--- src/rtl/ula_arbiter_pkg.sv ---
// Shared FSM encoding and ALU opcode constants for the
// two-requester ALU arbiter and its ula_of_infinity datapath.
package ula_arbiter_pkg;

    typedef enum logic [1:0] {
        IDLE = 2'd0,
        EXEC = 2'd1,
        RESP = 2'd2
    } state_t;

    localparam logic [3:0] ULA_OP_ADD = 4'd0;
    localparam logic [3:0] ULA_OP_SUB = 4'd1;
    localparam logic [3:0] ULA_OP_AND = 4'd2;
    localparam logic [3:0] ULA_OP_OR  = 4'd3;
    localparam logic [3:0] ULA_OP_XOR = 4'd4;
    localparam logic [3:0] ULA_OP_NOT = 4'd5;
    localparam logic [3:0] ULA_OP_SHL = 4'd6;
    localparam logic [3:0] ULA_OP_SHR = 4'd7;

endpackage

--- src/rtl/ula_of_infinity.sv ---
// Combinational 8-bit ALU: result plus carry, signed overflow and zero.
// SUB reports cout=1 when no borrow occurs (a >= b, unsigned).
module ula_of_infinity
    import ula_arbiter_pkg::*;
(
    input  logic [7:0] i_a,
    input  logic [7:0] i_b,
    input  logic [3:0] i_op,
    output logic [7:0] o_result,
    output logic       o_cout,
    output logic       o_overflow,
    output logic       o_zero
);

    logic [8:0] w_sum;
    logic [8:0] w_dif;

    assign w_sum = {1'b0, i_a} + {1'b0, i_b};
    assign w_dif = {1'b0, i_a} + {1'b0, ~i_b} + 9'd1;

    always_comb begin
        o_result   = 8'd0;
        o_cout     = 1'b0;
        o_overflow = 1'b0;
        case (i_op)
            ULA_OP_ADD: begin
                o_result   = w_sum[7:0];
                o_cout     = w_sum[8];
                o_overflow = (i_a[7] == i_b[7]) && (w_sum[7] != i_a[7]);
            end
            ULA_OP_SUB: begin
                o_result   = w_dif[7:0];
                o_cout     = w_dif[8];
                o_overflow = (i_a[7] != i_b[7]) && (w_dif[7] != i_a[7]);
            end
            ULA_OP_AND: o_result = i_a & i_b;
            ULA_OP_OR:  o_result = i_a | i_b;
            ULA_OP_XOR: o_result = i_a ^ i_b;
            ULA_OP_NOT: o_result = ~i_a;
            ULA_OP_SHL: begin
                o_result = {i_a[6:0], 1'b0};
                o_cout   = i_a[7];
            end
            ULA_OP_SHR: begin
                o_result = {1'b0, i_a[7:1]};
                o_cout   = i_a[0];
            end
            default: o_result = 8'd0;
        endcase
    end

    assign o_zero = (o_result == 8'd0);

endmodule

--- src/rtl/ula_arbiter.sv ---
// Two-requester front end for one ALU: arbitrate, execute, then hold
// the response until the consumer takes it (3 cycles per operation).
module ula_arbiter
    import ula_arbiter_pkg::*;
#(
    parameter int FIXED_PRIO = 0
) (
    input  logic       clk,
    input  logic       reset,
    input  logic       req0_valid,
    input  logic [7:0] req0_a,
    input  logic [7:0] req0_b,
    input  logic [3:0] req0_op,
    output logic       req0_ready,
    input  logic       req1_valid,
    input  logic [7:0] req1_a,
    input  logic [7:0] req1_b,
    input  logic [3:0] req1_op,
    output logic       req1_ready,
    output logic       rsp_valid,
    input  logic       rsp_ready,
    output logic       rsp_id,
    output logic [7:0] rsp_result,
    output logic       rsp_cout,
    output logic       rsp_overflow,
    output logic       rsp_zero,
    output logic [7:0] ops_done
);

    state_t     r_state;
    logic       r_last;
    logic [7:0] r_a;
    logic [7:0] r_b;
    logic [3:0] r_op;
    logic       r_id;

    logic       w_any;
    logic       w_gnt_id;
    logic       w_accept;
    logic [7:0] w_res;
    logic       w_cout;
    logic       w_ovf;
    logic       w_zero;

    // On a tie, round-robin favours whoever was not granted last
    always_comb begin
        w_any = req0_valid | req1_valid;
        if (req0_valid && req1_valid)
            w_gnt_id = (FIXED_PRIO != 0) ? 1'b0 : ~r_last;
        else
            w_gnt_id = req1_valid;
        w_accept   = (r_state == IDLE) && w_any;
        req0_ready = w_accept && !w_gnt_id;
        req1_ready = w_accept && w_gnt_id;
    end

    ula_of_infinity u_ula (
        .i_a        (r_a),
        .i_b        (r_b),
        .i_op       (r_op),
        .o_result   (w_res),
        .o_cout     (w_cout),
        .o_overflow (w_ovf),
        .o_zero     (w_zero)
    );

    always_ff @(posedge clk) begin
        if (reset) begin
            r_state      <= IDLE;
            r_last       <= 1'b1;
            r_a          <= 8'd0;
            r_b          <= 8'd0;
            r_op         <= 4'd0;
            r_id         <= 1'b0;
            rsp_valid    <= 1'b0;
            rsp_id       <= 1'b0;
            rsp_result   <= 8'd0;
            rsp_cout     <= 1'b0;
            rsp_overflow <= 1'b0;
            rsp_zero     <= 1'b0;
            ops_done     <= 8'd0;
        end else begin
            unique case (r_state)
                IDLE: begin
                    if (w_accept) begin
                        r_a     <= w_gnt_id ? req1_a  : req0_a;
                        r_b     <= w_gnt_id ? req1_b  : req0_b;
                        r_op    <= w_gnt_id ? req1_op : req0_op;
                        r_id    <= w_gnt_id;
                        r_last  <= w_gnt_id;
                        r_state <= EXEC;
                    end
                end
                EXEC: begin
                    rsp_result   <= w_res;
                    rsp_cout     <= w_cout;
                    rsp_overflow <= w_ovf;
                    rsp_zero     <= w_zero;
                    rsp_id       <= r_id;
                    rsp_valid    <= 1'b1;
                    r_state      <= RESP;
                end
                RESP: begin
                    if (rsp_ready) begin
                        rsp_valid <= 1'b0;
                        ops_done  <= ops_done + 8'd1;
                        r_state   <= IDLE;
                    end
                end
                default: r_state <= IDLE;
            endcase
        end
    end

endmodule

--- config.mk ---
export PLATFORM = sky130hd
export DESIGN_NAME = ula_arbiter
export DESIGN_NICKNAME = d
export VERILOG_FILES = /design/src/rtl/ula_arbiter_pkg.sv /design/src/rtl/ula_of_infinity.sv /design/src/rtl/ula_arbiter.sv
export SDC_FILE = /design/constraint.sdc
export NUM_CORES = 1
export LEC_CHECK = 0
export ABC_AREA = 1
export CORE_UTILIZATION = 51
export DETAILED_ROUTE_END_ITERATION = 8
export PLACE_DENSITY = 0.8
export SYNTH_ARGS = -nofsm -noshare
export SYNTH_HDL_FRONTEND = slang
export SYNTH_SLANG_ARGS = --single-unit
export TNS_END_PERCENT = 10
--- constraint.sdc ---
create_clock -name clk -period 6 [get_ports clk]
set_input_delay 1.8 -clock clk [delete_from_list [all_inputs] [get_ports clk]]
set_output_delay 1.8 -clock clk [all_outputs]
set_load 0.02 [all_outputs]
==> qor.csv <==
metric,value,unit
worst_pin_slew,1155,ps
numClockSinks,45,
hold_path_class,register to register,
synth_top_area_share,0.2747,
ant_nets,0,
dp_cells,649,
finClkSkew,14.88,ps
final_nets,653,
clk_pin_slew,100,ps
power_density,217.4,nW/µm²
synth_top_area_cell,dfxtp_1,
fmax,0.1907,GHz
fin_crit,5244,ps
io_pins,68,
drc,0,
worst_setup_path_start_kind,input port,
yosysWarnings,0,
grt_max_degree,37,
whs,465.2,ps
rsz0062_at_grt,no,
viasPerCell,5.277,
end_kind,output port,
crit_type,input port to output port,
fin_util,0.6730,
yosys_register_bits,45,
vias,3467,
final_common_cell,nand2_1,
grt_pass1_wl,14550,µm
synth_area,3279,µm²
syn_to_final_growth,24.38,%
layout.cells.non_filler,657,
drive_above_1_share,0.04983,
routabilityCongestion,0.9323,
leakage,1.810,nW
gr-total-overflow,0,
drt_iter0_drc,218,
clkLatencyLatePin,300,ps
min_period_over_period,0.8739,
drt_first_pass_iters,4,
cp.required,4200,ps
cts_hold_buf,0,
cts_buffers,5,
ir_drop,0.1373,mV
io_buffers,67,
die_x,82.19,µm
core-area,6061,µm²
cts_resized,0,
finalMaxSlewViolations,0,
totalWireLength,8863,µm
drv_cap,0,
grt_usage,0.2800,
num_antenna_cells,0,
cts_root_buffer,clkbuf_8,
antenna_found_initial,0,
synthTopCellsByArea,"dfxtp_1 27%, nand2_1 18%, ha_1 9.5%",
wl_per_cell,13.49,µm
detailed_place_hpwl,6904,µm
finalHoldViolCount,0,
rows,28,
clockBufferDepth,2,
finalSetupViolations,0,
cp_cell_sequence,clkdlybuf4s50_1 -> o21ai_1 -> nor2_1 -> buf_4 -> clkdlybuf4s50_1,
synth_nets,593,
num-fill-cells,551,
die_area,6755,µm²
syn_inst,521,
crit_path_max_incr_delay,650,ps
status,finished clean,
avgSynthCellArea,6.294,µm²
first_global_vias,3200,
cts_tree,done,
initial_core_util,0.5411,
yosysUniqueCellTypes,31,
path_common_cell,clkdlybuf4s50_1,
die_h,82.19,µm
layout_common_cells,"159 x nand2_1, 67 x clkdlybuf4s50_1, 64 x inv_1",
finalSetupTns,0,ps
slew_headroom,0.2269,
cp_max_fo,21,
arrival,3440,ps
post-cts-setup-buffers,0,
ys_seq_area_frac,0.2747,
slowest_stage,clkdlybuf4s50_1,
h-tree-depth,2,
critical path: cells and delay by family:
kind                   cells  cell delay (ps)
and+or+nand+nor            1              120
buffers and inverters      3             1400
AOI/OAI and AO/OA          1              120
through the flow:
stage / setup WS [ps] / instance area, µm² / power [mW]
2_1_floorplan: 1686 / 3279 / 0.5820
3_3_place_gp: 827.3 / 3985 / 0.6906
5_1_grt: 681.0 / 4079 / 0.9539
4_1_cts: 762.0 / 4079 / 0.8892
6_report: 756.4 / 4079 / 0.8869
3_5_place_dp: 768.6 / 3985 / 0.6963
where the power goes:
group	leakage, nW	switching [mW]	internal, mW
combinational	1.40	0.210	0.131
sequential	0.369	0.0275	0.324
clock	0.0447	0.110	0.0841
total	1.81	0.347	0.540
worst paths after layout:
path         startpoint    endpoint  slack, ps  depth (start not counted)
max reg2reg     r_op[2]    rsp_zero       3630                         10
min reg2reg        r_id      rsp_id        470                          2
max          req1_valid  req1_ready        760                          5
min                r_id      rsp_id        470                          2
flip-flops by register name, summed over array words and instances, names as in the netlist, 2 cells and up:
name / flops
ops_done: 8
r_op: 4
r_state: 2
rsp_result: 8
r_a: 8
r_b: 8
logic make-up after synthesis:
logic type / after synthesis / share of synthesized area
compound gates: 72 / 0.1236
fa+ha+maj: 27 / 0.1076
xor+xnor: 2 / 0.005342
simple gates: 290 / 0.3850
flops: 45 / 0.2747
buf+inv: 85 / 0.1038
metal layers:
metal / GRT usage / wire (µm) / vias to the layer above
li1: - / - / 1795
met1: 0.3697 / 4041 / 1557
met2: 0.4479 / 4083 / 94
met3: 0.04615 / 480 / 21
met4: 0.1211 / 258 / 0
met5: 0 / 0 / -
cells in the mapped netlist:
library cell and instances:
fa_1 2, nor2_2 7, clkbuf_2 2, nand3_2 6, a21oi_2 1, nor2_1 42, buf_4 2, or2_1 3
dfxtp_1 45, o21ai_1 3, inv_2 3, nand3_1 58, a31oi_1 21, inv_1 64, o21ai_0 19, xor2_1 1
xnor2_1 1, a21oi_1 22, clkbuf_1 10, nand4_1 4, o21a_1 1, buf_2 3, buf_6 1, nand2_1 159
nand3b_1 5, a211oi_1 1, nor3_1 5, ha_1 25, o211ai_1 3, nor3b_1 1, o21bai_1 1
area by class of cell:
cell class	count	area, µm²	share of cell area
Clock buffer	5	68.82	0.01687
Timing Repair Buffer	71	700.7	0.1718
Inverter	67	251.5	0.06166
Tap cell	75	93.84	0.02301
Sequential cell	45	900.9	0.2209
Clock inverter	3	25.02	0.006135
Multi-Input combinational cell	391	2038	0.4997
Power figures use the tool's default switching activity.
